$ cat src/rtl/vga_pkg.sv
// Shared colour constants, mode encodings and the bar palette used by the VGA test-pattern source.
package vga_pkg;

  localparam int unsigned ADDR_W = 11;
  localparam int unsigned POS_W  = 12;
  localparam int unsigned RGB_W  = 24;

  typedef logic [RGB_W-1:0] rgb_t;

  localparam rgb_t BLACK    = 24'h000000;
  localparam rgb_t RED      = 24'hFF0000;
  localparam rgb_t GREEN    = 24'h00FF00;
  localparam rgb_t BLUE     = 24'h0000FF;
  localparam rgb_t YELLOW   = 24'hFFFF00;
  localparam rgb_t SKY_BLUE = 24'h87CEEB;
  localparam rgb_t PURPLE   = 24'hA020F0;
  localparam rgb_t GRAY     = 24'h808080;
  localparam rgb_t WHITE    = 24'hFFFFFF;

  typedef enum logic [1:0] {
    MODE_VBAR  = 2'd0,
    MODE_HBAR  = 2'd1,
    MODE_CHECK = 2'd2,
    MODE_BOX   = 2'd3
  } mode_e;

  // Top-left corner of the bouncing box in active-area coordinates.
  typedef struct packed {
    logic [ADDR_W-1:0] x;
    logic [ADDR_W-1:0] y;
  } box_pos_t;

  // Eight-entry bar palette, index wraps modulo 8.
  function automatic rgb_t palette(input logic [2:0] idx);
    rgb_t c;
    case (idx)
      3'd0:    c = WHITE;
      3'd1:    c = YELLOW;
      3'd2:    c = SKY_BLUE;
      3'd3:    c = GREEN;
      3'd4:    c = PURPLE;
      3'd5:    c = RED;
      3'd6:    c = BLUE;
      default: c = BLACK;
    endcase
    return c;
  endfunction

endpackage

$ cat src/rtl/vga_box_mover.sv
// Bouncing-box position state: steps once per frame end and reflects off the active-area edges.
module vga_box_mover
  import vga_pkg::*;
#(
  parameter int unsigned H_ACTIVE = 640,
  parameter int unsigned V_ACTIVE = 480,
  parameter int unsigned BOX_SIZE = 64,
  parameter int unsigned BOX_STEP = 2
) (
  input  logic     clk,
  input  logic     rst_n,
  input  logic     fe,
  output box_pos_t box
);

  localparam logic [POS_W-1:0] H_LIM = POS_W'(H_ACTIVE);
  localparam logic [POS_W-1:0] V_LIM = POS_W'(V_ACTIVE);
  localparam logic [POS_W-1:0] SIZE  = POS_W'(BOX_SIZE);
  localparam logic [POS_W-1:0] STEP  = POS_W'(BOX_STEP);

  typedef struct packed {
    logic [POS_W-1:0] pos;
    logic             dir;
  } axis_t;

  logic [ADDR_W-1:0] x_q, y_q;
  logic              dx_q, dy_q;
  axis_t             x_nxt, y_nxt;

  // One axis step; a bounce reverses direction and moves one step back the other way.
  function automatic axis_t step_axis(input logic [POS_W-1:0] pos,
                                      input logic             dir,
                                      input logic [POS_W-1:0] lim);
    axis_t r;
    r.dir = dir;
    r.pos = pos;
    if (dir) begin
      if (pos + SIZE + STEP > lim) begin
        r.dir = 1'b0;
        r.pos = pos - STEP;
      end else begin
        r.pos = pos + STEP;
      end
    end else begin
      if (pos < STEP) begin
        r.dir = 1'b1;
        r.pos = pos + STEP;
      end else begin
        r.pos = pos - STEP;
      end
    end
    return r;
  endfunction

  always_comb begin
    x_nxt = step_axis({1'b0, x_q}, dx_q, H_LIM);
    y_nxt = step_axis({1'b0, y_q}, dy_q, V_LIM);
  end

  always_ff @(posedge clk or negedge rst_n) begin
    if (!rst_n) begin
      x_q  <= '0;
      y_q  <= '0;
      dx_q <= 1'b1;
      dy_q <= 1'b1;
    end else if (fe) begin
      x_q  <= ADDR_W'(x_nxt.pos);
      y_q  <= ADDR_W'(y_nxt.pos);
      dx_q <= x_nxt.dir;
      dy_q <= y_nxt.dir;
    end
  end

  assign box = '{x: x_q, y: y_q};

endmodule

$ cat src/rtl/vga_pattern_gen.sv
// Selectable VGA test-pattern source: bars, checkerboard or bouncing box, mode switched at frame end.
module vga_pattern_gen
  import vga_pkg::*;
#(
  parameter int unsigned H_ACTIVE    = 640,
  parameter int unsigned V_ACTIVE    = 480,
  parameter int unsigned BAR_NUM     = 8,
  parameter int unsigned CHECK_SHIFT = 5,
  parameter int unsigned BOX_SIZE    = 64,
  parameter int unsigned BOX_STEP    = 2
) (
  input  logic              clk,
  input  logic              rst_n,
  input  logic [1:0]        mode_i,
  input  logic              de_i,
  input  logic [ADDR_W-1:0] h_addr,
  input  logic [ADDR_W-1:0] v_addr,
  output logic [RGB_W-1:0]  data_dis,
  output logic              frame_tick
);

  localparam int unsigned       BAR_W   = H_ACTIVE / BAR_NUM;
  localparam int unsigned       BAR_H   = V_ACTIVE / BAR_NUM;
  localparam logic [ADDR_W-1:0] H_LAST  = ADDR_W'(H_ACTIVE - 1);
  localparam logic [ADDR_W-1:0] V_LAST  = ADDR_W'(V_ACTIVE - 1);
  localparam logic [ADDR_W-1:0] H_LIM   = ADDR_W'(H_ACTIVE);
  localparam logic [ADDR_W-1:0] V_LIM   = ADDR_W'(V_ACTIVE);
  localparam logic [ADDR_W-1:0] BAR_WD  = ADDR_W'(BAR_W);
  localparam logic [ADDR_W-1:0] BAR_HD  = ADDR_W'(BAR_H);
  localparam logic [POS_W-1:0]  BOX_EXT = POS_W'(BOX_SIZE);

  logic             fe_c;
  logic             in_area_c;
  logic             in_box_c;
  logic [POS_W-1:0] h_ext, v_ext, bx_ext, by_ext;
  mode_e            mode_q;
  box_pos_t         box;
  rgb_t             pix_c;

  assign fe_c      = de_i && (h_addr == H_LAST) && (v_addr == V_LAST);
  assign in_area_c = de_i && (h_addr < H_LIM) && (v_addr < V_LIM);

  // Mode only changes at frame end so a frame is never drawn in two patterns.
  always_ff @(posedge clk or negedge rst_n) begin
    if (!rst_n) begin
      mode_q <= MODE_VBAR;
    end else if (fe_c) begin
      mode_q <= mode_e'(mode_i);
    end
  end

  vga_box_mover #(
    .H_ACTIVE (H_ACTIVE),
    .V_ACTIVE (V_ACTIVE),
    .BOX_SIZE (BOX_SIZE),
    .BOX_STEP (BOX_STEP)
  ) u_box_mover (
    .clk   (clk),
    .rst_n (rst_n),
    .fe    (fe_c),
    .box   (box)
  );

  // Box containment in 12 bits so box_x + BOX_SIZE cannot wrap.
  always_comb begin
    h_ext    = {1'b0, h_addr};
    v_ext    = {1'b0, v_addr};
    bx_ext   = {1'b0, box.x};
    by_ext   = {1'b0, box.y};
    in_box_c = (h_ext >= bx_ext) && (h_ext < bx_ext + BOX_EXT) &&
               (v_ext >= by_ext) && (v_ext < by_ext + BOX_EXT);
  end

  always_comb begin
    pix_c = BLACK;
    if (in_area_c) begin
      case (mode_q)
        MODE_VBAR:  pix_c = palette(3'(h_addr / BAR_WD));
        MODE_HBAR:  pix_c = palette(3'(v_addr / BAR_HD));
        MODE_CHECK: pix_c = (h_addr[CHECK_SHIFT] ^ v_addr[CHECK_SHIFT]) ? WHITE : BLACK;
        MODE_BOX:   pix_c = in_box_c ? WHITE : BLUE;
        default:    pix_c = BLACK;
      endcase
    end
  end

  always_ff @(posedge clk or negedge rst_n) begin
    if (!rst_n) begin
      data_dis   <= BLACK;
      frame_tick <= 1'b0;
    end else begin
      data_dis   <= pix_c;
      frame_tick <= fe_c;
    end
  end

endmodule

$ cat config.mk
export PLATFORM = sky130hd
export DESIGN_NAME = vga_pattern_gen
export DESIGN_NICKNAME = d
export VERILOG_FILES = /design/src/rtl/vga_pkg.sv /design/src/rtl/vga_box_mover.sv /design/src/rtl/vga_pattern_gen.sv
export SDC_FILE = /design/constraint.sdc
export NUM_CORES = 1
export LEC_CHECK = 0
export CAP_MARGIN = 20
export CORE_ASPECT_RATIO = 0.7
export CORE_MARGIN = 2
export CORE_UTILIZATION = 25
export DETAILED_ROUTE_END_ITERATION = 6
export HOLD_SLACK_MARGIN = 0.05
export PLACE_DENSITY = 0.5
export REMOVE_ABC_BUFFERS = 1
export SLEW_MARGIN = 15
export SYNTH_ARGS = -nofsm -noshare
export SYNTH_HDL_FRONTEND = slang
export SYNTH_SLANG_ARGS = --single-unit
$ cat constraint.sdc
create_clock -name clk -period 2.5 [get_ports clk]
set_input_delay 0.25 -clock clk [delete_from_list [all_inputs] [get_ports clk]]
set_output_delay 0.25 -clock clk [all_outputs]
set_load 0.005 [all_outputs]
# After elaboration in Yosys (flattened, before gate mapping)
# Cells that the tools add are included.
[word_totals] reg_bits=51 latchBits=0 mem_bits_rw=0 mem_bits_ro=0 out_inout_bits=25 mem_count=0
[op_classes] addsub=8 multipliers=0 n_div=2 order_cmp=10 n_eq_ne=17 shift=0 n_mux=16 n_bitwise=1 reduce_logical=10
[op_table] cell="24-bit case mux with 7 select lines" count=2
[op_table] cell="24-bit case mux with 4 select lines" count=1
[op_table] cell="24-bit 2-to-1 mux" count=3
[op_table] cell="11-bit 2-to-1 mux" count=4
[op_table] cell="11-bit by 7-bit adder with 12-bit output (second input constant)" count=2
[op_table] cell="12-bit by 2-bit adder with 12-bit output (second input constant)" count=2
[op_table] cell="11-bit by 12-bit less-than comparator with 1-bit output" count=2
[op_table] cell="12-bit 2-to-1 mux" count=2
[op_table] cell="11-bit by 2-bit adder with 11-bit output (second input constant)" count=2
[op_table] cell="11-bit >= comparator" count=2
[op_table] cell="11-bit by 2-bit less-than comparator with 1-bit output (second input constant)" count=2
[op_table] cell="11-bit by 2-bit subtractor with 11-bit output (second input constant)" count=2
[op_table] cell="3-bit equality test (second input constant)" count=6
[op_table] cell="3-bit by 2-bit equality test with 1-bit output (second input constant)" count=4
[op_table] cell="12-bit by 10-bit greater-than comparator with 1-bit output (second input constant)" count=1
[op_table] cell="12-bit by 9-bit greater-than comparator with 1-bit output (second input constant)" count=1
[op_table] cell="11-bit by 6-bit divider with 11-bit output (second input constant)" count=1
[op_table] cell="11-bit by 7-bit divider with 11-bit output (second input constant)" count=1
[op_table] cell="11-bit by 10-bit equality test with 1-bit output (second input constant)" count=1
[op_table] cell="11-bit by 9-bit equality test with 1-bit output (second input constant)" count=1
[op_table] cell="11-bit by 10-bit less-than comparator with 1-bit output (second input constant)" count=1
[op_table] cell="11-bit by 9-bit less-than comparator with 1-bit output (second input constant)" count=1
[op_table] cell="1-bit logical AND" count=7
[op_table] cell="3-bit by 1-bit equality test with 1-bit output (second input constant)" count=2
[op_table] cell="other kinds (6)" count=11

# Depth between registers and ports, before layout
# Gate-level depths: netlist (run 1).
[depth] word_depth=8 depth_mapped=12 ltp_nobuf=12

# Hierarchy
# Synthesis (run 1) repeated with hierarchy kept, for this count alone.
[hier_totals] cells_unflattened=551 hier_area_um2=4433.0
[by_module_without_submodules] mod="vga_pattern_gen" n_inst=1 cells_per_inst=358 area_each_um2=2752.6 seq_area_each_um2=350.3
[by_module_without_submodules] mod="vga_box_mover" n_inst=1 cells_per_inst=193 area_each_um2=1680.4 seq_area_each_um2=553.0

# Worst setup path after synthesis (run 1)
# Ideal clock, no wire load.
[synth_path] kind="reg-to-reg" start="register u_box_mover.x_q[6]" end="register u_box_mover.x_q[7]" setup_ns=0.132 t_arrival_ns=2.593 required_ns=2.368 path_slack_ns=-0.225 stages_incl_launch_ff=13 synth_period_minus_slack_ns=2.725 cell_sequence="dfrtp_1 inv_1 ha_1 nor2b_1 a21oi_1 a21oi_1 o21a_1 nor4b_4 nor2_2 buf_2 o22a_1 o21ai_1 o41ai_1"
[synth_between] elab_chain_cells=5
[synth_lines] element="from (decl)" line="vga_box_mover.sv:26" text="logic [ADDR_W-1:0] x_q, y_q;"
[synth_lines] element="from (signal assigned)" line="vga_box_mover.sv:67" text="x_q <= ADDR_W'(x_nxt.pos);"
[synth_lines] element="11-bit by 7-bit adder with 12-bit output" line="vga_box_mover.sv:38" text="if (pos + SIZE + STEP > lim) begin"
[synth_lines] element="12-bit by 2-bit adder with 12-bit output" line="vga_box_mover.sv:38"
[synth_lines] element="12-bit by 10-bit greater-than comparator with 1-bit output" line="vga_box_mover.sv:38"
[synth_lines] element="11-bit 2-to-1 mux" line="vga_box_mover.sv:38"
[synth_lines] element="12-bit 2-to-1 mux (*)" line="vga_box_mover.sv:37" text="if (dir) begin"
# Every way passes the cells marked *; elsewhere a longest branch is shown, timed or not.
# A chain may end at the register's enable or synchronous reset.

# Final worst setup path (run 1)
# Ends and elaborated chain as after synthesis.

==> results of run 1 <==
[final cells by class]
type,count,area [um2]
clock buffers,5,125
repair buffers,216,1810
inverters,33,129
well taps,225,282
flip-flops and latches,36,906
fillers,1670,9630
clock inverters,3,90.1
multi-input cells,410,3430
[state kept, by name, summed over array words and instances, names as in the netlist]
| name | flops |
|---|---|
| data_dis | 11 |
| u_box_mover.y_q | 10 |
| mode_q | 2 |
| u_box_mover.x_q | 10 |
| u_box_mover.dy_q | 1 |
| frame_tick | 1 |
| u_box_mover.dx_q | 1 |
[Yosys cell counts, drive strengths merged (7+ instances only)]
cell	n	area, um2
nand3	19	95.1
nor2	31	119
inv	33	124
a31oi	7	58.8
dfrtp	34	851
o21a	7	52.6
ha	40	500
mux2i	9	90.1
a21o	9	67.6
and3	7	43.8
nand4	11	68.8
a21oi	29	149
nand2	39	146
clkbuf	9	33.8
nand2b	8	50.1
xnor2	23	209
o21ai	41	205
nor2b	12	75.1
a211oi	10	90.1
nor3	10	55.1
buf	23	161
[worst max-delay path, stage by stage (launching register included)]
cell and delay [ns]:
dfrtp_2 0.42, buf_6 0.13, inv_4 0.04, ha_4 0.27, nor2b_4 0.19, nand2_2 0.08, o211ai_1 0.09, buf_4 0.18
a31oi_4 0.10, nor4b_4 0.36, nor2_4 0.13, buf_6 0.15, o22a_1 0.16, o21ai_2 0.13, o41ai_2 0.08
[cell families (layout without fill, tap and decap cells)]
logic type      Yosys count  in the layout
compound gates          155            155
xor+xnor                 26             26
fa+ha+maj                43             43
buf+inv                  65            257
flops                    36             36
mux                      10             10
simple gates            176            176
[metrics by stage]
| stage | power [uW] | util, % |
|---|---|---|
| after floorplan | 805 | - |
| after global placement | 1070 | 35.9 |
| after detailed placement | 1080 | 35.9 |
| after CTS | 2080 | 39.9 |
| after global routing | 2170 | 41.3 |
| final | 2060 | 41.3 |
[timing repair]
action,CTS,global route
resized for setup,82,67
hold buffers,0,0
endpoints found under the setup margin,28,28
setup buffers,19,3
gates cloned,0,0
pin swaps,38,22
[worst paths after layout]
path,endpoint,slack (ns),cells after the start
min in group clk,u_box_mover.dx_q,0.52,2
max in group asynchronous,u_box_mover.x_q[7],1.78,1
min reg2reg,u_box_mover.dx_q,0.52,2
min,u_box_mover.y_q[6],0.09,1
max,u_box_mover.x_q[7],-0.13,14
max reg2reg,u_box_mover.x_q[7],-0.13,14
[where the power goes]
group	switching, uW	internal (uW)	total [uW]
sequential	1.25	585	586
clock	282	674	956
combinational	260	261	521
total	544	1520	2060
[metal layers]
metal / vias to the layer above / share of wire (%)
met5: - / 0
met2: 93 / 44
li1: 2273 / -
met1: 2236 / 51
met4: 0 / 1.5
met3: 19 / 3.8
==> flow_summary.toml, run 1 <==
[synth]
synth-simple-area-share_pct = 23.5
synth_compound_area_share_pct = 26.4
yosysWarnings = 0
async_reset_ff_share_pct = 100
syn-instance-count = 511
synth.distinct_cells = 84
synth_area_per_cell_um2 = 8.21
synth-main-ff-cell = "dfrtp_1"
synth_mux_area_share_pct = 2.41
synth-adder-area-share_pct = 12.7
synth-xor-area-share_pct = 5.96
synth_top_family_by_area = "compound AO/OA/AOI/OAI gates"
synth_area_mm2 = 0.00420
ys_ff_latch = 36
synth_edf_count = 0
yosysSeqAreaShare_pct = 21.5

[finish]
diodes = 0
final_common_cell = "buf_4"
stdcell_count = 928
area_delta_synth_final_pct = 61.3
layout_common_cells = "buf_4, clkdlybuf4s50_1, nand2_1"
fin_area_mm2 = 0.00677
drive_gt1_share_pct = 40.1
finish.net_count = 769

[flow_run]
maxCapViolCount = 0

[critical_path]
critPathCaptureType = "register"
start_kind = "register"
worstPathArrival_ns = 2.81
path_max_fanout = 7
r2r_start = "u_box_mover.x_q[6]"
critPathRequiredTime_ns = 2.68
critPathLaunch = "u_box_mover.x_q[6]"
critical_path_class = "reg -> reg"

[grt]
grt_usage_pct = 16.2
use_met2_pct = 25.4
gr-total-overflow = 0
grt.busiest_layer = "met2"
grt_max_degree = 37
grt_util_met3_pct = 3.07
use_met1_pct = 23.1
antenna_found_initial = 0
grt_pass1_vias = 4612
grt_pass1_wl_mm = 23.6

[die]
dieArea_mm2 = 0.0179
dieWidth_um = 159
io_pins = 52
rows = 39
die_h_um = 112
core_area_mm2 = 0.0164
start_util_pct = 25.6

[drt]
first_pass_iters = 5
totalWireLength_mm = 14.3
drc_errors = 0
via_per_inst = 4.98
drt-wirelength-per-cell_um = 15.4
drt_iter0_drc = 191
vias = 4621
drtAntennaViolNets = 0

[pwr]
p_per_area_mw_per_mm2 = 305
p_leak_uw = 0.00287
ir_drop_uv = 267

[timing]
fin_hold_ws_ns = 0.0894
tns_ns = -1.13
worst_clock_skew_ns = 0.0114
relSlewSlack_pct = 38.5
maxSlewViolCount = 0
worst_pin_slew_ns = 0.922
finalHoldViolCount = 0
post-route-min-period_ns = 2.63
setup_viol = 18
rsz0062_at_grt = "yes"
fin_ws_ns = -0.128
fmax_mhz = 381
fin_crit_sh_pct = 105

[clock_network]
cts.path.max_buffers = 2
cts.sinks = 36
cts_root_buffer = "clkbuf_16"
cts_tree = "done"
cts_made_buffers = 5
cts.clk_slew.worst_paths_ns = 0.07
clk_latency_ns = 0.30
htree_levels = 2

[worst_hold_path]
hold_path.class = "in -> async"

[placement]
dpl.hpwl_mm = 10.8
gp_congestion = 0.854
dp_cells = 900
pre_cts_ws_ns = -0.646
dpl_cell_area_mm2 = 0.00589
io_buffers = 51

[run_status]
status = "complete, but fails checks"
violations = "negative setup slack"
Note: power is estimated with default switching activity, not from simulation.
==> run 2: changes to the inputs <==
--- a/config.mk
+++ b/config.mk
@@ -11,9 +11,11 @@
 export CORE_UTILIZATION = 25
 export DETAILED_ROUTE_END_ITERATION = 6
 export HOLD_SLACK_MARGIN = 0.05
-export PLACE_DENSITY = 0.5
+export PLACE_DENSITY = 0.49
+export RECOVER_POWER = 25
 export REMOVE_ABC_BUFFERS = 1
 export SLEW_MARGIN = 15
 export SYNTH_ARGS = -nofsm -noshare
 export SYNTH_HDL_FRONTEND = slang
+export SYNTH_HIERARCHICAL = 1
 export SYNTH_SLANG_ARGS = --single-unit
==> flow_summary.toml, run 2 <==
[run_status]
status = "complete, but fails checks"
violations = "max-capacitance violations, max-slew violations, negative setup slack"

[timing]
maxSlewViolCount = 37
finalHoldViolCount = 0
fin_crit_sh_pct = 110
post-route-min-period_ns = 2.75
setup_viol = 10
rsz0062_at_grt = "yes"
fin_ws_ns = -0.247
fmax_mhz = 364
relSlewSlack_pct = -42.2
worst_pin_slew_ns = 2.13
worst_clock_skew_ns = 0.00749

[placement]
dpl.hpwl_mm = 10.5
pre_cts_ws_ns = -0.729
io_buffers = 51
dpl_cell_area_mm2 = 0.00593
dp_cells = 919
gp_congestion = 0.894

[clock_network]
htree_levels = 2
clk_latency_ns = 0.29
cts.path.max_buffers = 2
cts.clk_slew.worst_paths_ns = 0.06
cts_made_buffers = 5
cts_root_buffer = "clkbuf_16"
cts.sinks = 36
cts_tree = "done"
holdBufCountCts = 0

[synth]
synth_area_leaders = "dfrtp_1, ha_1, xnor2_1"
synth_top_family_by_area = "simple AND/OR/NAND/NOR gates"
synth_compound_area_share_pct = 23.1
synth-simple-area-share_pct = 24.4
synth-adder-area-share_pct = 11.9
synth_commonest_cells = "nand2_1, nor2_1, ha_1"
synth-xor-area-share_pct = 6.32
syn-instance-count = 551
synth_edf_count = 0
synth_area_mm2 = 0.00443
synthMostInstantiatedCell = "nand2_1"
netlist.area_leader.share_pct = 19.2
yosysSeqAreaShare_pct = 20.4
synth_area_per_cell_um2 = 8.05
yosysWarnings = 6
ys_ff_latch = 36
synth.distinct_cells = 91
synth-main-ff-cell = "dfrtp_1"
async_reset_ff_share_pct = 100
yosysTopAreaCell = "dfrtp_1"
synth_mux_area_share_pct = 4.12

[drt]
drt_iter0_drc = 234
vias = 4631
via_per_inst = 4.87
drc_errors = 0
drt-wirelength-per-cell_um = 14.7
drtAntennaViolNets = 0
totalWireLength_mm = 14.0
first_pass_iters = 4

[die]
die_h_um = 115
core_area_mm2 = 0.0173
dieWidth_um = 163
io_pins = 52
rows = 40
start_util_pct = 25.7
dieArea_mm2 = 0.0188

[critical_path]
critPathLaunch = "u_box_mover/x_q[7]"
cp.buffers_inverters = 0
cp_slowest_stage_delay_ns = 0.40
r2r_start = "u_box_mover/x_q[7]"
path_max_fanout = 2
worstPathArrival_ns = 2.95
crit_chain = "ha_2 -> xnor2_1 -> ha_1 -> a2111oi_4 -> o2111a_1 -> o211ai_1 -> a221o_1 -> o221ai_2 -> nor2_1 -> a211oi_2 -> nor3b_2"
critical_path_class = "reg -> reg"
r2r_setup_slack_ns = -0.25
reg2reg_to = "data_dis[12]"
worst-path-stages = 11
critPathCaptureType = "register"
cp_slowest_cell = "dfrtp_1"
reg2reg_depth = 11
critPathRequiredTime_ns = 2.71
critPathTopFamily = "compound AO/OA/AOI/OAI gates"
start_kind = "register"
worstSetupEndpoint = "data_dis[12]"

[pwr]
ir_drop_uv = 206
p_per_area_mw_per_mm2 = 285
p_leak_uw = 0.00292

[finish]
drive_gt1_share_pct = 34.4
reg.largest.list = "data_dis: 11 flops, u_box_mover/x_q: 10 flops, u_box_mover/y_q: 10 flops"
layout_common_cells = "buf_4, nand2_1, clkdlybuf4s50_1"
area_delta_synth_final_pct = 48.9
top_register = "data_dis"
diodes = 0
final_common_cell = "buf_4"
stdcell_count = 951
finish.net_count = 784
largest_register_ffs = 11
fin_area_mm2 = 0.00660

[grt]
grt_usage_pct = 14.7
grt_pass1_wl_mm = 22.3
antenna_found_initial = 0
grt_max_degree = 37
gr-total-overflow = 0
grt_pass1_vias = 4403

[worst_hold_path]
hold_path.class = "reg -> reg"

[flow_run]
maxCapViolCount = 1
-- run 2: what timing repair did --
item,in CTS,in global routing
cloned,3,2
resized for setup,56,53
setup buffers,12,8
endpoints found under the setup margin,25,26
pin swaps,23,28
-- run 2: cell families (layout without fill, tap and decap cells) --
group | after synthesis | in the layout
DFF | 36 | 36
adders and majority gates | 43 | 43
muxes | 17 | 17
xor gates and xnor gates | 32 | 32
buffers and inverters | 83 | 250
AOI/OAI and AO/OA | 135 | 136
and+or+nand+nor | 204 | 204
other | 1 | 2
-- run 2: worst min-delay path by stage --
stage / depth (start not counted) / slack (ns) / startpoint / end
after floorplan: 0 / -0.05 / rst_n / data_dis[12]
after global placement: 1 / 0.40 / rst_n / data_dis[7]
after detailed placement: 1 / 0.43 / rst_n / data_dis[4]
after CTS: 1 / 0.12 / rst_n / data_dis[13]
after global routing: 2 / 0.60 / u_box_mover/dy_q / u_box_mover/dy_q
final: 2 / 0.56 / u_box_mover/dy_q / u_box_mover/dy_q
-- run 2: metrics by stage --
stage / util, % / power (uW) / setup TNS [ns] / hold slack (ns)
global placement: 34.4 / 1150 / -10.53 / 0.404
CTS: 36.8 / 1880 / -0.947 / 0.117
global route: 38.2 / 1990 / -2.37 / 0.604
detailed placement: 34.4 / 1160 / -11.45 / 0.434
finish: 38.2 / 1880 / -0.939 / 0.564
floorplan: - / 843 / -1.22 / -0.0456
-- run 2: worst min-delay path, stage by stage, from the launching register on --
cell and delay [ns]:
dfstp_2 0.37, mux2i_1 0.11, nand2_1 0.07
-- run 2: area by class of cell --
cell class	instances	area [um2]
repair buffers	207	1700
fillers	1730	10700
inverters	35	131
multi-input cells	434	3430
flip-flops and latches	36	905
well taps	231	289
clock buffers	8	146
-- run 2: report_power, final --
group / switching [uW] / total (uW) / internal, uW
Combinational: 308 / 645 / 337
Clock: 253 / 651 / 398
Sequential: 1.45 / 587 / 586
-- run 2: routing by layer --
layer  up-vias  global-route usage (%)  routed length [um]
met5         -                       0                   0
met3        15                    2.58                 767
met4         0                    3.36                 161
met1      2166                    21.6                7110
met2       117                    22.4                5970
li1       2333                       -                   -
